[config.mk]
export PLATFORM = sky130hd
export DESIGN_NAME = cla8_adder
export DESIGN_NICKNAME = d
export VERILOG_FILES = /design/src/rtl/cla8_adder.sv
export SDC_FILE = /design/constraint.sdc
export NUM_CORES = 1
export LEC_CHECK = 0
export BUFFER_PORTS_ARGS = -buffer_cell sky130_fd_sc_hd__buf_2
export CAP_MARGIN = 5
export CORE_MARGIN = 5
export CORE_UTILIZATION = 47
export DETAILED_ROUTE_END_ITERATION = 16
export GPL_TIMING_DRIVEN = 0
export PLACE_DENSITY = 0.9
export SLEW_MARGIN = 0
export SYNTH_ARGS = -nofsm -noshare
export SYNTH_HDL_FRONTEND = slang
export SYNTH_SLANG_ARGS = --single-unit
[constraint.sdc]
create_clock -name clk -period 2.6 [get_ports clk]
set_input_delay 0 -clock clk [delete_from_list [all_inputs] [get_ports clk]]
set_output_delay 0 -clock clk [all_outputs]
set_load 0.05 [all_outputs]
[src/rtl/cla8_adder.sv]
// 8-bit two-level carry-lookahead adder with registered sum and per-bit carry outputs.
module cla8_adder (
    input  logic       clk,
    input  logic       rst,
    input  logic [7:0] a,
    input  logic [7:0] b,
    input  logic       ci,
    output logic [7:0] s,
    output logic [7:0] carry
);

    localparam int unsigned W = 8;

    logic [W-1:0] p;
    logic [W-1:0] g;
    logic [W-1:0] c;
    logic [W-1:0] sum;
    logic         gg0;
    logic         gp0;
    logic         gg1;
    logic         gp1;

    // Bitwise propagate and generate terms.
    always_comb begin
        p = a ^ b;
        g = a & b;
    end

    // Group generate/propagate for the lower (3:0) and upper (7:4) nibbles.
    always_comb begin
        gg0 = g[3] | (p[3] & g[2]) | (p[3] & p[2] & g[1]) | (p[3] & p[2] & p[1] & g[0]);
        gp0 = p[3] & p[2] & p[1] & p[0];
        gg1 = g[7] | (p[7] & g[6]) | (p[7] & p[6] & g[5]) | (p[7] & p[6] & p[5] & g[4]);
        gp1 = p[7] & p[6] & p[5] & p[4];
    end

    // Flat lookahead carries; the upper nibble is seeded by the group carry c[3].
    always_comb begin
        c    = '0;
        c[0] = g[0] | (p[0] & ci);
        c[1] = g[1] | (p[1] & g[0]) | (p[1] & p[0] & ci);
        c[2] = g[2] | (p[2] & g[1]) | (p[2] & p[1] & g[0]) | (p[2] & p[1] & p[0] & ci);
        c[3] = gg0 | (gp0 & ci);
        c[4] = g[4] | (p[4] & c[3]);
        c[5] = g[5] | (p[5] & g[4]) | (p[5] & p[4] & c[3]);
        c[6] = g[6] | (p[6] & g[5]) | (p[6] & p[5] & g[4]) | (p[6] & p[5] & p[4] & c[3]);
        c[7] = gg1 | (gp1 & gg0) | (gp1 & gp0 & ci);
    end

    // Sum bits: each propagate term xor the carry into that position.
    always_comb begin
        sum = p ^ {c[W-2:0], ci};
    end

    // Output registers; reset clears both vectors and wins over the add.
    always_ff @(posedge clk) begin
        if (rst) begin
            s     <= '0;
            carry <= '0;
        end else begin
            s     <= sum;
            carry <= c;
        end
    end

endmodule

# Yosys cells after proc, flatten, opt, wreduce, memory -nomap -nowiden

Cells that the tools add are included.

Bits in registers: 16
Input bits: 19
Output and inout port bits: 16

Bitwise operators: 58

Operators by type and width:

| cell          | count |
|---|---|
| $and A1 B1 Y1 | 34 |
| $or A1 B1 Y1  | 21 |
| $xor A8 B8 Y8 | 2 |
| $and A8 B8 Y8 | 1 |

# Logic depth before layout (Yosys ltp)

Gate-level depths: netlist of run 1.

Depth in word-level cells: 9
Gate-level depth with buffers: 7

# Worst setup path after synthesis of run 1

Ideal clock, no wire load.

Path type: input port to flip-flop
Start: in a[3]
End: reg s[6]
Arrival time: 1.151 ns
Data required time: 2.479 ns
Path slack: 1.327 ns
Stages: 6
Cell sequence: ha_1 > a21oi_1 > nand2_1 > nor2_2 > o21ba_1 > mux2_4

Longest elaborated chain between the ends: 9
Elaborated cells on any way between the ends: 16
Classes of those cells: bitwise (16)

Ends and longest elaborated chain:

| what                                                     | line   | RTL |
|---|---|---|
| start, declared                                          | 5      | `input logic [7:0] a,` |
| $xor A8 B8 Y8                                            | 25     | `p = a ^ b;` |
| $and A1 B1 Y1 (on tied branches)                         | 31, 32 |  |
| $or A1 B1 Y1, or another cell as far along (2 in series) | 31     | `gg0 = g[3] \| (p[3] & g[2]) \| (p[3] & p[2] & g[1]) \| (p[3] & p[2] & p[1] & g[0]);` |
| $or A1 B1 Y1 / $and A1 B1 Y1 (equally long branches)     | 31, 43 |  |
| $or A1 B1 Y1 *                                           | 43     | `c[3] = gg0 \| (gp0 & ci);` |
| $and A1 B1 Y1 *                                          | 45     | `c[5] = g[5] \| (p[5] & g[4]) \| (p[5] & p[4] & c[3]);` |
| $or A1 B1 Y1 *                                           | 45     |  |
| $xor A8 B8 Y8 *                                          | 52     | `sum = p ^ {c[W-2:0], ci};` |
| end signal, assigned                                     | 61     | `s <= sum;` |
| end, declared                                            | 8      | `output logic [7:0] s,` |

Mark *: on every way between the ends. The rest lies on a longest branch, timed or not.
A chain may end at the register's enable or synchronous reset.

# Worst setup path in the final report of run 1

Start: in a[2]
End: reg s[5]

Longest elaborated chain between the ends: 9
Elaborated cells on any way between the ends: 16
Classes of those cells: bitwise (16)

Ends and longest elaborated chain:

| what                                                     | line   | RTL |
|---|---|---|
| $and A8 B8 Y8 / $xor A8 B8 Y8 (equally long branches)    | 26, 25 |  |
| $and A1 B1 Y1 (on tied branches)                         | 31, 32 |  |
| $or A1 B1 Y1, or another cell as far along (2 in series) | 31     |  |
| $or A1 B1 Y1 / $and A1 B1 Y1 (equally long branches)     | 31, 43 |  |
| $or A1 B1 Y1 *                                           | 43     |  |
| $and A1 B1 Y1 *                                          | 44     | `c[4] = g[4] \| (p[4] & c[3]);` |
| $or A1 B1 Y1 *                                           | 44     |  |
| $xor A8 B8 Y8 *                                          | 52     |  |

Marked as above.

==> results by group, run 1 <==
Setup path
  – CP peak stage delay: 0.41 ns
  – CP arrival: 1.38 ns
  – Crit Path Max Fanout: 4
  – Worst Setup Start Kind: input port
  – Worst path cell trace: buf_2 -> ha_1 -> nand3_1 -> nor2_2 -> nor2_2 -> fa_1 -> xor2_1 -> nor2_1
  – Slowest CP cell: fa_1
  – CP Data Required Time: 2.76 ns
  – Worst setup EP type: flip-flop
  – CP most frequent cell: nor2_2
  – WS Path Type: in2reg

Clock tree
  – CTS H-Tree Depth: 1
  – CTS tree: yes
  – # resized after CTS: 0
  – Max Root-Sink Buffers: 2
  – Clock transition at the registers of the reported paths: 0.09 ns
  – Setup Buffers After CTS: 0
  – Hold_buf cts: 0
  – Clock root buffer: clkbuf_4
  – CTS Buf Count: 3
  – Sink Count: 16

Min path
  – Hold path endpoint: carry[1]
  – Hold depth: 2
  – Worst Hold Class: in2reg
  – Hold Crit Start: rst

Cells and area
  – Syn-to-layout area delta: 30.8%
  – Commonest cells after routing, fill and taps aside: 33 x buf_2, 16 x dfxtp_1, 12 x nor2_1
  – Final Cell Area: 940 um^2
  – Commonest non-fill, non-tap cell in the layout: buf_2
  – Nets: 139
  – Diodes inserted: 0
  – Share of cells above drive strength 1: 37.6%
  – Filler cell count: 125

Status
  – Status: finished, final reports clean

Global routing
  – Initial antenna violation count: 0
  – Global-route wire length before repair: 2130 um
  – Vias in the first global route: 554
  – Largest net degree at the start of global routing: 11
  – Overall Global Routing Usage: 11.1%
  – Grt ovf: 0

Timing
  – Actual slew at the worst max-slew pin: 0.368 ns
  – Worst hold margin: 0.0622 ns
  – Slew HR: 75.4%
  – Max-slew violations: 0
  – RSZ-0062 raised after global routing: no
  – F_max: 0.824 GHz
  – Min Tclk post-route: 1.21 ns
  – Period utilisation layout: 46.7%
  – Number of failing hold endpoints at the final stage: 0
  – Sum Neg Setup Slack: 0 ns
  – Final Setup Violations: 0

Floorplanning
  – Die footprint: 2410 um^2
  – Io pins: 35
  – Starting Density: 48.8%
  – Core Rows: 14
  – Core ar.: 1470 um^2
  – Die Span Y: 49.1 um
  – Die width: 49.1 um

Synth
  – Count of cell types in the netlist: 22
  – Syn avg cell area: 9.97 um^2
  – Post-Syn Area: 718 um^2
  – Yosys Warn Count: 0
  – Register area share after synthesis: 44.6%
  – Syn_nets: 101
  – FF+latch count, synth: 16
  – Syn Inst Count: 72

Routing
  – Antenna-violating nets left: 0
  – Via count: 602
  – Remaining DRCs: 0
  – DR pass1 iterations: 3
  – WL/cell: 11.9 um
  – Final WL: 1480 um
  – Initial DRC Count: 9
  – DR vias/cell: 4.82

Pwr
  – Power Dens Cells: 698 nW/um^2
  – P_leak: 0.509 nW
  – Worst vdd ir: 0.250 mV
  – Total power: 656 uW

Placed design
  – Post-DP HPWL: 1250 um
  – DP Area: 903 um^2
  – Routability Congestion: 0.695
  – PortBufs: 33

Job
  – Max Cap Violations: 0
[final cells by class]
cell class	instances	area (um^2)	area share, %
Buffer	2	7.51	0.799
Clock buffer	4	36.3	3.86
Inverter	6	22.5	2.40
Multi-Input combinational cell	48	368	39.1
Sequential cell	16	320	34.1
Tap cell	16	20.0	2.13
Timing Repair Buffer	33	165	17.6
[worst max-delay path: cells and delay by family]
kind | cells | cell delay (ns)
buf+inv | 1 | 0.10
xor+xnor | 1 | 0.15
simple gates | 4 | 0.38
fa+ha+maj | 2 | 0.75
[stage by stage]
step	std cells	setup WS (ns)	utilization, %
2_1_floorplan	72	1.33	-
3_3_place_gp	121	1.14	61.4
3_5_place_dp	121	1.10	61.4
4_1_cts	125	1.39	63.9
5_1_grt	125	1.30	63.9
6_report	125	1.39	63.9
[cells in the mapped netlist]
library cell / number / area share [%]
and3b_1: 1 / 1.2
a21boi_0: 1 / 1.0
dfxtp_1: 16 / 45
a21o_1: 1 / 1.0
nor2b_1: 2 / 1.7
xor2_1: 3 / 3.7
nor2_2: 2 / 1.7
xnor2_1: 1 / 1.2
a21oi_1: 5 / 3.5
o2111ai_1: 1 / 1.2
nor2_1: 12 / 6.3
nand3_1: 2 / 1.4
fa_1: 2 / 5.6
o21ba_2: 1 / 1.4
o21ba_1: 1 / 1.4
nor3_1: 1 / 0.70
clkbuf_1: 2 / 1.0
o21bai_1: 1 / 1.0
nand2_1: 2 / 1.0
inv_1: 6 / 3.1
mux2_4: 1 / 2.1
ha_1: 8 / 14
[how the worst max path moves through the flow]
stage,from,to,slack [ns],cells past startpoint
4_1_cts,a[2],s[5],1.39,8
3_3_place_gp,a[3],s[6],1.14,7
3_5_place_dp,a[2],s[5],1.10,8
2_1_floorplan,a[3],s[6],1.33,6
6_report,a[2],s[5],1.39,8
5_1_grt,a[0],s[6],1.30,7
[cell families after synthesis]
| logic type | after synthesis | share of synthesized area, % |
|---|---|---|
| and+or+nand+nor | 22 | 14.1 |
| xor gates and xnor gates | 4 | 4.88 |
| buffers and inverters | 8 | 4.18 |
| adders and majority gates | 10 | 19.5 |
| DFF | 16 | 44.6 |
| AOI/OAI and AO/OA | 11 | 10.6 |
| muxes | 1 | 2.09 |
[state kept, by name, summed over array words and instances, names as in the netlist]
signal / cells
carry: 8
s: 8
[per-layer routing]
layer	up-vias	part of all wire, %	track usage (%)
li1	312	-	-
met1	264	41	11.1
met5	-	0	0
met3	4	6.5	1.53
met4	0	1.8	6.73
met2	22	50	21.0
[where the power goes]
group	total (mW)	internal, mW	switching, mW
sequential	0.276	0.271	0.00533
combinational	0.219	0.0656	0.153
clock	0.161	0.0852	0.0758
total	0.656	0.422	0.235
Note: power is estimated with default switching activity, not from simulation.
==> run 2, diff against run 1 <==
--- a/config.mk
+++ b/config.mk
@@ -8,10 +8,10 @@
 export BUFFER_PORTS_ARGS = -buffer_cell sky130_fd_sc_hd__buf_2
 export CAP_MARGIN = 5
 export CORE_MARGIN = 5
-export CORE_UTILIZATION = 47
+export CORE_UTILIZATION = 39
 export DETAILED_ROUTE_END_ITERATION = 16
 export GPL_TIMING_DRIVEN = 0
-export PLACE_DENSITY = 0.9
+export PLACE_DENSITY = 0.81
 export SLEW_MARGIN = 0
 export SYNTH_ARGS = -nofsm -noshare
 export SYNTH_HDL_FRONTEND = slang
==> constraint.sdc (replaced) <==
create_clock -name clk -period 1.1 [get_ports clk]
set_input_delay 0 -clock clk [delete_from_list [all_inputs] [get_ports clk]]
set_output_delay 0 -clock clk [all_outputs]
set_load 0.05 [all_outputs]
==> results by group, run 2 (synthesized netlist as in run 1, its figures left out) <==
Status
  – Status: finished, final reports clean (unchanged)

Routing
  – Final WL: 1700 um (was 1480 um)
  – Initial DRC Count: 3 (was 9)
  – WL/cell: 12.2 um (was 11.9 um)
  – Via count: 648 (was 602)
  – DR vias/cell: 4.66 (was 4.82)
  – Remaining DRCs: 0 (unchanged)
  – Antenna-violating nets left: 0 (unchanged)
  – DR pass1 iterations: 3 (unchanged)

Cells and area
  – Filler cell count: 149 (was 125)
  – Commonest non-fill, non-tap cell in the layout: buf_2 (unchanged)
  – Syn-to-layout area delta: 51.9% (was 30.8%)
  – Diodes inserted: 0 (unchanged)
  – Regs by FF count: carry x8, s x8 (unchanged)
  – Nets: 144 (was 139)
  – Multi-input combinational cell area: 470 um^2 (was 368 um^2)
  – Share of cells above drive strength 1: 50.0% (was 37.6%)
  – Layout Utilization: 62.5% (was 63.9%)
  – FF+latch area: 320 um^2 (unchanged)
  – Commonest cells after routing, fill and taps aside: 33 x buf_2, 16 x dfxtp_1, 12 x nor2_1 (unchanged)

Clock tree
  – Max Root-Sink Buffers: 2 (unchanged)
  – Sink Count: 16 (unchanged)
  – CTS tree: yes (unchanged)
  – CTS Buf Count: 3 (unchanged)
  – Clock transition at the registers of the reported paths: 0.08 ns (was 0.09 ns)
  – Clock root buffer: clkbuf_4 (unchanged)
  – CTS H-Tree Depth: 1 (unchanged)
  – Hold_buf cts: 0 (unchanged)

Placed design
  – Routability Congestion: 0.729 (was 0.695)
  – Post-DP HPWL: 1280 um (was 1250 um)
  – PortBufs: 33 (unchanged)

Global routing
  – Overall Global Routing Usage: 11.7% (was 11.1%)
  – Grt ovf: 0 (unchanged)
  – Vias in the first global route: 622 (was 554)
  – Initial antenna violation count: 0 (unchanged)
  – Largest net degree at the start of global routing: 11 (unchanged)
  – Global-route wire length before repair: 2360 um (was 2130 um)

Pwr
  – Worst vdd ir: 0.536 mV (was 0.250 mV)
  – Power Dens Cells: 1500 nW/um^2 (was 698 nW/um^2)
  – P_leak: 0.539 nW (was 0.509 nW)

Setup path
  – Worst setup EP type: flip-flop (unchanged)
  – CP Data Required Time: 1.28 ns (was 2.76 ns)
  – Worst Setup Start Kind: input port (unchanged)
  – WS Path Type: in2reg (unchanged)
  – CP arrival: 1.27 ns (was 1.38 ns)
  – Crit Path Max Fanout: 4 (unchanged)

Timing
  – Max-slew violations: 0 (unchanged)
  – Slew HR: 75.9% (was 75.4%)
  – Min Tclk post-route: 1.09 ns
  – F_max: 0.917 GHz
  – Number of failing hold endpoints at the final stage: 0 (unchanged)
  – Worst hold margin: 0.0408 ns (was 0.0622 ns)
  – Period utilisation layout: 99.1%
  – Final Setup Violations: 0 (unchanged)
  – Actual slew at the worst max-slew pin: 0.362 ns (was 0.368 ns)

Job
  – Max Cap Violations: 0 (unchanged)

Floorplanning
  – Core ar.: 1750 um^2 (was 1470 um^2)
  – Die Span Y: 52.9 um (was 49.1 um)
  – Starting Density: 41.1% (was 48.8%)
  – Io pins: 35 (unchanged)
  – Core Rows: 15 (was 14)
  – Die footprint: 2800 um^2 (was 2410 um^2)
  – Die width: 52.9 um (was 49.1 um)

Min path
  – Worst Hold Class: in2reg (unchanged)
==> run 2: changes by cell type in the layout (fill, tap and decap cells not counted), moves of 2 or more <==
cell     before  now
nor2_2        2    0
buf_4         0    5
ha_4          0    4
nor2_4        0    2
a21oi_1       5    2
ha_1          8    4
a21oi_2       0    2
==> run 2: path summary, 6_finish.rpt <==
check	start	endpoint	slack, ns	cells after the start
max	a[5]	s[6]	0.01	5
min	rst	s[5]	0.04	2
==> run 2: report_power, final <==
part	internal [mW]	switching, mW	total (mW)
sequential	0.640	0.0111	0.651
combinational	0.213	0.404	0.618
clock	0.202	0.165	0.367
==> run 2: layout make-up <==
type	count	share of cell area, %
Multi-Input combinational cell	48	43.1
Sequential cell	16	29.4
Timing Repair Buffer	38	18.6
Clock buffer	4	3.33
Tap cell	25	2.87
Inverter	6	2.06
Buffer	2	0.688
==> run 2: repair_timing <==
item / 4_1_cts / 5_1_grt
endpoints found under the setup margin: 1 / 4
resized for setup: 1 / 6
buffers inserted: 0 / 5
cloned: 0 / 0
pin swaps: 0 / 8
==> run 2: stage by stage <==
| stage | cell area [um^2] | TNS [ns] | setup WS (ns) | instances | power (mW) |
|---|---|---|---|---|---|
| 6_report | 1090 | 0 | 0.00995 | 139 | 1.64 |
| 5_1_grt | 1090 | -0.0328 | -0.0248 | 139 | 1.73 |
| 4_1_cts | 1020 | 0 | 0.00527 | 134 | 1.59 |
| 3_5_place_dp | 980 | -1.68 | -0.313 | 130 | 1.22 |
| 3_3_place_gp | 980 | -1.45 | -0.277 | 130 | 1.20 |
| 2_1_floorplan | 783 | -0.280 | -0.105 | 72 | 1.08 |
==> run 2: routing by layer <==
layer  part of all wire [%]  up-vias  wire length [um]  track usage, %
li1                       -      320                 -               -
met1                     38      296               640            11.8
met2                     53       27               893            20.9
met4                    3.2        0                55            10.2
met3                    6.3        5               106            1.69
met5                      0        -                 0               0
==> run 2: critical path: stages <==
cell	delay [ns]
buf_2	0.10
ha_1	0.36
a21o_1	0.23
o21ba_1	0.27
mux2_4	0.31
==> run 3, diff against run 2 <==
--- a/config.mk
+++ b/config.mk
@@ -11,7 +11,7 @@
 export CORE_UTILIZATION = 39
 export DETAILED_ROUTE_END_ITERATION = 16
 export GPL_TIMING_DRIVEN = 0
-export PLACE_DENSITY = 0.81
+export PLACE_DENSITY = 0.69
 export SLEW_MARGIN = 0
 export SYNTH_ARGS = -nofsm -noshare
 export SYNTH_HDL_FRONTEND = slang
==> results by group, run 3 (synthesized netlist as in run 1, its figures left out) <==
Pwr
  – Total power: 1.63 mW (was 1.64 mW)
  – Power Dens Cells: 1460 nW/um^2 (was 1500 nW/um^2)
  – Worst vdd ir: 0.700 mV (was 0.536 mV)
  – P_leak: 0.541 nW (was 0.539 nW)

Cells and area
  – Syn-to-layout area delta: 55.4% (was 51.9%)
  – Commonest cells after routing, fill and taps aside: 29 x buf_2, 16 x dfxtp_1, 11 x nor2_1 (was 33 x buf_2, 16 x dfxtp_1, 12 x nor2_1)
  – Nets: 143 (was 144)
  – Diodes inserted: 0 (unchanged)
  – Regs by FF count: carry x8, s x8 (unchanged)
  – Layout Utilization: 63.9% (was 62.5%)
  – Share of cells above drive strength 1: 51.3% (was 50.0%)
  – Commonest non-fill, non-tap cell in the layout: buf_2 (unchanged)

Routing
  – Remaining DRCs: 0 (unchanged)
  – Via count: 618 (was 648)
  – Routed wl met2: 662 um (was 893 um)
  – DR pass1 iterations: 4 (was 3)
  – WL/cell: 10.5 um (was 12.2 um)
  – Met3 WL: 99 um (was 106 um)
  – DR vias/cell: 4.48 (was 4.66)
  – Final WL: 1440 um (was 1700 um)
  – Uppermost routed layer: met4 (unchanged)
  – Antenna-violating nets left: 0 (unchanged)
  – Initial DRC Count: 8 (was 3)
  – Met1 Wirelength: 629 um (was 640 um)

Setup path
  – Worst Setup Start Kind: input port (unchanged)
  – Worst path cell trace: buf_6 -> ha_4 -> nand3_4 -> nor2_4 -> nor2_4 -> fa_2 -> nor2_2 (was buf_2 -> ha_1 -> a21o_1 -> o21ba_1 -> mux2_4)
  – Worst setup EP type: flip-flop (unchanged)
  – Crit Path Max Fanout: 4 (unchanged)
  – CP most frequent cell: nor2_4
  – Buf+Inv Stages, Crit Path: 1 (unchanged)
  – Delay-heaviest family, CP: adder cells (was compound AO/OA/AOI/OAI gates)
  – Slowest CP cell: fa_2 (was ha_1)
  – WS Path Type: in2reg (unchanged)
  – CP Data Required Time: 1.27 ns (was 1.28 ns)
  – CP peak stage delay: 0.52 ns (was 0.36 ns)
  – CP arrival: 1.22 ns (was 1.27 ns)

Global routing
  – Vias in the first global route: 577 (was 622)
  – Grt ovf: 0 (unchanged)
  – Global-route wire length before repair: 2260 um (was 2360 um)
  – Overall Global Routing Usage: 11.3% (was 11.7%)
  – Largest net degree at the start of global routing: 11 (unchanged)
  – Initial antenna violation count: 0 (unchanged)

Floorplanning
  – Core ar.: 1750 um^2 (unchanged)
  – Starting Density: 41.1% (unchanged)
  – Die footprint: 2800 um^2 (unchanged)
  – Io pins: 35 (unchanged)
  – Die width: 52.9 um (unchanged)
  – Core Rows: 15 (unchanged)
  – Die Span Y: 52.9 um (unchanged)

Timing
  – Min Tclk post-route: 1.06 ns (was 1.09 ns)
  – Number of failing hold endpoints at the final stage: 0 (unchanged)
  – Max-slew violations: 0 (unchanged)
  – Final Setup Violations: 0 (unchanged)
  – Actual slew at the worst max-slew pin: 0.388 ns (was 0.362 ns)
  – Slew HR: 74.1% (was 75.9%)
  – F_max: 0.946 GHz (was 0.917 GHz)
  – Period utilisation layout: 96.1% (was 99.1%)
  – Worst hold margin: 0.0452 ns (was 0.0408 ns)

Clock tree
  – CTS Buf Count: 3 (unchanged)
  – Clock transition at the registers of the reported paths: 0.08 ns (about the same)
  – Max Root-Sink Buffers: 2 (unchanged)
  – CTS H-Tree Depth: 1 (unchanged)
  – Clock root buffer: clkbuf_4 (unchanged)
  – Sink Count: 16 (unchanged)
  – CTS tree: yes (unchanged)

Status
  – Status: finished, final reports clean (unchanged)

Placed design
  – Routability Congestion: 0.734 (was 0.729)
  – PortBufs: 33 (unchanged)
  – Post-DP HPWL: 1220 um (was 1280 um)

Min path
  – Worst Hold Class: in2reg (unchanged)

Job
  – Max Cap Violations: 0 (unchanged)
[run 3: final timing paths]
kind,depth (start not counted),from,slack (ns),endpoint
setup / recovery,7,b[2],0.04,s[4]
hold / removal,2,rst,0.05,s[5]
[run 3: cell type report]
| cell class | count | area (um^2) |
|---|---|---|
| fill | 157 | 629 |
| multi-input combinational | 48 | 478 |
| sequential | 16 | 320 |
| timing repair buffer | 37 | 220 |
| clock buffer | 4 | 36.3 |
| tap | 25 | 31.3 |
| inverter | 6 | 22.5 |
| buffer | 2 | 7.51 |
[run 3: report_power, final]
group	internal [mW]	total (mW)	leakage (nW)	switching, mW
Combinational	0.220	0.615	0.386	0.394
Sequential	0.640	0.650	0.133	0.0106
Clock	0.201	0.364	0.0210	0.163
Total	1.06	1.63	0.541	0.567
[run 3: timing repair]
| action | in CTS | in global routing |
|---|---|---|
| hold buffers | 0 | 0 |
| pin swaps | 1 | 10 |
| setup buffers | 0 | 4 |
| setup endpoints to repair | 2 | 5 |
| gates resized for setup | 2 | 10 |
[run 3: layer usage]
| metal | track usage, % | vias up |
|---|---|---|
| met2 | 18.8 | 22 |
| met4 | 10.2 | 0 |
| met1 | 12.2 | 273 |
| li1 | - | 318 |
| met5 | 0 | - |
| met3 | 1.41 | 5 |
[run 3: metrics by stage]
step	setup WS (ns)	std cells	instance area [um^2]	TNS (ns)
2_1_floorplan	-0.105	72	783	-0.280
6_report	0.0429	138	1120	0
4_1_cts	0.000737	134	1030	0
3_3_place_gp	-0.290	130	980	-1.51
3_5_place_dp	-0.303	130	980	-1.63
5_1_grt	-0.0173	138	1120	-0.0173
